--- config.mk ---
export PLATFORM = sky130hd
export DESIGN_NAME = ntt_bram_arbiter
export DESIGN_NICKNAME = d
export VERILOG_FILES = /design/src/rtl/ntt_bram_arbiter_pkg.sv /design/src/rtl/ntt_rd_tag_pipe.sv /design/src/rtl/ntt_bram_arbiter.sv
export SDC_FILE = /design/constraint.sdc
export NUM_CORES = 1
export LEC_CHECK = 0
export ABC_CLOCK_PERIOD_IN_PS = 2100
export CAP_MARGIN = 20
export CORE_AREA = 2 2 141 143
export DETAILED_ROUTE_END_ITERATION = 16
export DIE_AREA = 0 0 143 145
export GPL_ROUTABILITY_DRIVEN = 0
export SLEW_MARGIN = 5
export SYNTH_ARGS = -nofsm -noshare
export SYNTH_HDL_FRONTEND = slang
export SYNTH_HIERARCHICAL = 1
export SYNTH_SLANG_ARGS = --single-unit
--- constraint.sdc ---
create_clock -name clk -period 2.1 [get_ports clk]
set_input_delay 0.315 -clock clk [delete_from_list [all_inputs] [get_ports clk]]
set_output_delay 0.315 -clock clk [all_outputs]
set_load 0.03 [all_outputs]
--- src/rtl/ntt_bram_arbiter_pkg.sv ---
// Shared types and constants for the NTT BRAM arbiter: FSM states, requester id and the
// word-to-byte address shift applied on the BRAM port.
package ntt_bram_arbiter_pkg;

  typedef enum logic [1:0] {
    StArb   = 2'd0,
    StLock0 = 2'd1,
    StLock1 = 2'd2
  } arb_state_e;

  // Requester 0 is the x/w loader, requester 1 the y writeback.
  typedef logic req_id_t;

  localparam int unsigned AddrShift = 2;

  function automatic logic [1:0] id_to_onehot(req_id_t id);
    return id ? 2'b10 : 2'b01;
  endfunction

endpackage

--- src/rtl/ntt_rd_tag_pipe.sv ---
// Read-return tracker: a READ_LAT-deep shift register of {valid, requester id} that lines each
// issued read up with the cycle its BRAM data appears.
module ntt_rd_tag_pipe
  import ntt_bram_arbiter_pkg::*;
#(
  parameter int unsigned READ_LAT = 3
) (
  input  logic    clk,
  input  logic    rst,
  input  logic    in_valid_i,
  input  req_id_t in_id_i,
  output logic    out_valid_o,
  output req_id_t out_id_o,
  output logic    any_valid_o
);

  logic    [READ_LAT-1:0] vld_q;
  req_id_t [READ_LAT-1:0] id_q;

  always_ff @(posedge clk or negedge rst) begin
    if (!rst) begin
      vld_q <= '0;
      id_q  <= '0;
    end else begin
      vld_q[0] <= in_valid_i;
      id_q[0]  <= in_id_i;
      for (int i = 1; i < READ_LAT; i++) begin
        vld_q[i] <= vld_q[i-1];
        id_q[i]  <= id_q[i-1];
      end
    end
  end

  assign out_valid_o = vld_q[READ_LAT-1];
  assign out_id_o    = id_q[READ_LAT-1];
  assign any_valid_o = |vld_q;

endmodule

--- src/rtl/ntt_bram_arbiter.sv ---
// Two-requester arbiter in front of a single-port BRAM: round-robin grants with burst locks,
// a registered BRAM command stage and pipelined read-data return to the issuing requester.
module ntt_bram_arbiter
  import ntt_bram_arbiter_pkg::*;
#(
  parameter int unsigned ADDR_W   = 10,
  parameter int unsigned DATA_W   = 64,
  parameter int unsigned READ_LAT = 3
) (
  input  logic              clk,
  input  logic              rst,
  input  logic [1:0]        req_i,
  input  logic [1:0]        we_i,
  input  logic [1:0]        lock_i,
  input  logic [ADDR_W-1:0] addr0_i,
  input  logic [ADDR_W-1:0] addr1_i,
  input  logic [DATA_W-1:0] wdata0_i,
  input  logic [DATA_W-1:0] wdata1_i,
  output logic [1:0]        gnt_o,
  output logic [1:0]        rvalid_o,
  output logic [DATA_W-1:0] rdata_o,
  output logic [ADDR_W+2:0] BRAM_addr,
  output logic [DATA_W-1:0] BRAM_din,
  output logic              BRAM_we,
  output logic              BRAM_en,
  output logic              BRAM_clk,
  input  logic [DATA_W-1:0] BRAM_dout,
  output logic              busy_o
);

  localparam int unsigned BramAw = ADDR_W + 3;

  arb_state_e  state_q, state_d;
  req_id_t     last_q, last_d;
  logic [1:0]  gnt;
  logic        accept;
  req_id_t     acc_id;
  logic [ADDR_W-1:0] sel_addr;
  logic [DATA_W-1:0] sel_wdata;
  logic        rd_issue_q;
  req_id_t     rd_id_q;
  logic        ret_valid;
  req_id_t     ret_id;
  logic        pipe_busy;

  assign BRAM_clk = clk;

  // Grant decode; a lock owner is served only when it actually requests.
  always_comb begin
    gnt = 2'b00;
    unique case (state_q)
      StArb: begin
        if (req_i == 2'b11) begin
          gnt = last_q ? 2'b01 : 2'b10;
        end else begin
          gnt = req_i;
        end
      end
      StLock0: gnt = {1'b0, req_i[0]};
      StLock1: gnt = {req_i[1], 1'b0};
      default: gnt = 2'b00;
    endcase
  end

  assign gnt_o     = rst ? gnt : 2'b00;
  assign accept    = |gnt;
  assign acc_id    = gnt[1];
  assign sel_addr  = acc_id ? addr1_i : addr0_i;
  assign sel_wdata = acc_id ? wdata1_i : wdata0_i;

  always_comb begin
    state_d = state_q;
    last_d  = last_q;
    if (accept) begin
      last_d = acc_id;
    end
    unique case (state_q)
      StArb: begin
        if (accept && lock_i[acc_id]) begin
          state_d = acc_id ? StLock1 : StLock0;
        end
      end
      StLock0: if (!lock_i[0]) state_d = StArb;
      StLock1: if (!lock_i[1]) state_d = StArb;
      default: state_d = StArb;
    endcase
  end

  always_ff @(posedge clk or negedge rst) begin
    if (!rst) begin
      state_q <= StArb;
      last_q  <= 1'b1;
    end else begin
      state_q <= state_d;
      last_q  <= last_d;
    end
  end

  // BRAM command stage; address and data only move on an accept.
  always_ff @(posedge clk or negedge rst) begin
    if (!rst) begin
      BRAM_en    <= 1'b0;
      BRAM_we    <= 1'b0;
      BRAM_addr  <= '0;
      BRAM_din   <= '0;
      rd_issue_q <= 1'b0;
      rd_id_q    <= 1'b0;
    end else begin
      BRAM_en    <= accept;
      BRAM_we    <= accept & we_i[acc_id];
      rd_issue_q <= accept & ~we_i[acc_id];
      rd_id_q    <= acc_id;
      if (accept) begin
        BRAM_addr <= BramAw'(sel_addr) << AddrShift;
        BRAM_din  <= sel_wdata;
      end
    end
  end

  ntt_rd_tag_pipe #(
    .READ_LAT (READ_LAT)
  ) u_rd_tag_pipe (
    .clk         (clk),
    .rst         (rst),
    .in_valid_i  (rd_issue_q),
    .in_id_i     (rd_id_q),
    .out_valid_o (ret_valid),
    .out_id_o    (ret_id),
    .any_valid_o (pipe_busy)
  );

  assign rvalid_o = ret_valid ? id_to_onehot(ret_id) : 2'b00;
  assign rdata_o  = ret_valid ? BRAM_dout : '0;
  assign busy_o   = (state_q != StArb) | rd_issue_q | pipe_busy;

  gnt_onehot_a : assert property (@(posedge clk) disable iff (!rst) $onehot0(gnt_o));
  rvalid_onehot_a : assert property (@(posedge clk) disable iff (!rst) $onehot0(rvalid_o));

endmodule

==> summary by stage, run 1 <==
Synth
After synthesis, the netlist uses 24 different library cells. By area the synthesized netlist is led by sky130_fd_sc_hd__dfrtp_1, sky130_fd_sc_hd__a221o_1, sky130_fd_sc_hd__nor3b_1. The number of standard cells after synthesis is 366. The post-synthesis area per instance is around 12 um2. For this run, the register share of the synthesized area comes to 51.0%. The top cell type's share of synthesized area is 50.4%. The synthesis warning total is 6. Synthesis inferred 87 register bits. The top cell type by total area after synthesis is sky130_fd_sc_hd__dfrtp_1.

The area of the mapped netlist is 0.00427 mm2.

Die
Row generation in the floorplan step produced 51 rows. The core region is between 0.015 and 0.02 mm2. The floorplan step set the die height to 145 um. From left edge to right edge, the die measures 143 um. The I/O pin count is ~370. The die footprint is 0.0207 mm2. The initial utilization of the core area, before any placement, comes to 22.2%.

Drt
The DRC violation total after the first TritonRoute iteration is 165. The count of nets left with antenna violations once routing finished came out at 0. In the routed design, unresolved DRC markers number 0. For this block, the routed nets add up to approximately 18000 um of wire.

The post-detailed-route wirelength per cell is 18.2 um. The number of detailed-route iterations in the first pass is 4. The number of vias per cell is between 4 and 5. For this block, the via count after detailed routing is ~4600.

Outcome
The flow ran to the end, and the final reports show no timing, DRC or antenna violations.

Timing
The largest clock skew in the final design is 0.00772 ns. The setup TNS is 0 ns. The final setup slack of the worst path is 0.0210 ns. The final-report max-slew violation count is 0.

The worst hold margin is 0.329 ns. The worst path in the final design needs a cycle of 2.08 ns, including I/O delays and setup. The count of endpoints failing setup in the final report is 0. Setup repair after global routing could not meet its margin everywhere. The fmax is between 400 and 500 MHz. The final clock period utilization by the worst path is 99.0%. The final hold violation count is 0.

Placed design
The pre-CTS setup slack is 0.0500 ns. In this run the tool buffered the top-level ports with 365 buffer cells. Including well taps, the total number of placed cells is just under 1000. The half-perimeter wire length of the detailed placement result is between 10000 and 15000 um.

Run
The total of max-cap violations is 0.

Global routing
The global-route congestion overflow total is 0. The first-pass GRT wire length is around 26000 um. The global-route usage over all layers is between 10% and 20%. Entering global routing, the biggest net connects 67 pins. The initial antenna violation count is 0. The via count of the first global-routing pass is 4700.

Clock tree
Clock-pin slew was measured on the worst setup and hold paths at 0.07 ns. TritonCTS built the clock tree. At the later pin of the worst-skew pair, clock insertion delay measures 0.45 ns.

Setup path
The worst setup path is launched from a flop. The data arrival time of the critical path is 1.76 ns. The critical setup path kind is flop to primary output.

For the worst setup path, the data required time is between 1.5 and 2 ns. The largest fanout on the critical path is 2. The worst setup path is captured at a primary output.

Pwr
The worst voltage drop across the vdd grid is 0.669 mV. The areal power density over the cells is a little under 900 mW/mm2. The total leakage power is 3.49 nW.

Cells and area
Leaving out fill and tap cells, the most frequent cell in the layout is sky130_fd_sc_hd__clkdlybuf4s50_1. The net count of the finished layout is 940. The count of non-filler cells in the finished layout is 989. The area growth from synthesis to layout is 99.1%. The fraction of final layout cells sized beyond drive strength 1 is between 10 and 15%. The post-layout utilization of the core is 44.3%. The number of antenna diodes is 0. Leaving out fill and tap cells, the most frequent cells in the layout are sky130_fd_sc_hd__clkdlybuf4s50_1, sky130_fd_sc_hd__dfrtp_1, sky130_fd_sc_hd__nor3b_1.

Min path
The min-delay analysis places its worst path in the category input port to asynchronous set/reset pin.
==> worst max-delay path, stage by stage (launching register included) <==
cell                      delay [ns]
sky130_fd_sc_hd__dfrtp_1        0.37
sky130_fd_sc_hd__or3_1          0.37
sky130_fd_sc_hd__or4_4          0.42
sky130_fd_sc_hd__buf_6          0.15
==> cells by family after synthesis <==
logic type,count (synthesis),synth area share (%)
compound gates,80,18.7
buf+inv,45,5.42
flops,87,51.0
other cells,1,0.0878
simple gates,153,24.8
==> synthesized netlist by cell type <==
library cell	n
sky130_fd_sc_hd__a21boi_4	1
sky130_fd_sc_hd__a21o_1	2
sky130_fd_sc_hd__a21oi_1	1
sky130_fd_sc_hd__a221o_1	74
sky130_fd_sc_hd__a22o_1	1
sky130_fd_sc_hd__and2_1	67
sky130_fd_sc_hd__buf_2	23
sky130_fd_sc_hd__buf_4	7
sky130_fd_sc_hd__buf_6	1
sky130_fd_sc_hd__clkbuf_1	12
sky130_fd_sc_hd__conb_1	1
sky130_fd_sc_hd__dfrtp_1	86
sky130_fd_sc_hd__dfstp_2	1
sky130_fd_sc_hd__inv_1	2
sky130_fd_sc_hd__nand2b_1	3
sky130_fd_sc_hd__nor2_1	1
sky130_fd_sc_hd__nor2b_1	2
sky130_fd_sc_hd__nor2b_2	1
sky130_fd_sc_hd__nor3_1	1
sky130_fd_sc_hd__nor3b_1	75
sky130_fd_sc_hd__nor3b_2	1
sky130_fd_sc_hd__o211a_1	1
sky130_fd_sc_hd__or3_1	1
sky130_fd_sc_hd__or4_1	1
==> where the power goes <==
part           leakage (nW)  switching, mW  internal (mW)
logic                  2.26           1.76           1.62
clock network         0.167          0.749           1.09
registers              1.06          0.203           2.04
==> through the flow <==
stage	instance area, um2	power, mW
finish	8500	7.46
global route	8500	7.83
CTS	8480	7.55
detailed placement	8120	5.73
global placement	8120	5.69
floorplan	4280	4.06
==> metal layers <==
metal | up-vias | part of all wire [%] | global-route usage (%)
li1 | 2083 | - | -
met1 | 2194 | 37 | 18.1
met2 | 267 | 52 | 30.0
met3 | 29 | 8.6 | 4.62
met4 | 0 | 2.5 | 7.08
met5 | - | 0 | 0
==> worst paths after layout <==
kind / start / endpoint / slack (ns) / cells past startpoint
setup / recovery: u_rd_tag_pipe/vld_q[2] / busy_o / 0.02 / 3
hold / removal: rst / BRAM_din[18] / 0.33 / 2
setup reg to reg: state_q[0] / BRAM_din[57] / 0.41 / 6
hold reg to reg: rd_id_q / u_rd_tag_pipe/id_q[0] / 0.35 / 0
max in group asynchronous: rst / last_q / 1.01 / 3
min in group clk: rd_id_q / u_rd_tag_pipe/id_q[0] / 0.35 / 0
==> registers in the layout, indices dropped and copies added, names as in the netlist <==
register	cells
state_q	2
rd_id_q	1
u_rd_tag_pipe/id_q	3
rd_issue_q	1
BRAM_we	1
last_q	1
BRAM_din	64
BRAM_addr	10
u_rd_tag_pipe/vld_q	3
BRAM_en	1
==> area by class of cell <==
| cell class | instances | area, um2 |
|---|---|---|
| flip-flops and latches | 87 | 2180 |
| fillers | 1766 | 10700 |
| repair buffers | 380 | 3740 |
| clock inverters | 3 | 20.0 |
| clock buffers | 16 | 330 |
| multi-input cells | 236 | 1900 |
| inverters | 2 | 7.51 |
| well taps | 265 | 332 |
==> what timing repair did <==
item | 4_1_cts | 5_1_grt
hold buffers | 1 | 0
endpoints found under the hold margin | 21 | 0
pin swaps | 2 | 1
setup buffers | 0 | 2
gates cloned | 0 | 0
setup endpoints to repair | 3 | 3
gates resized for setup | 10 | 1
Note: power is estimated with default switching activity, not from simulation.
==> run 2, diff against run 1 <==
HOLD_SLACK_MARGIN = 0.15   (was not set)
SLEW_MARGIN = not set   (was 5)
==> results of run 2 <==
No change in the layout: final DEF, timing and power equal those of run 1.
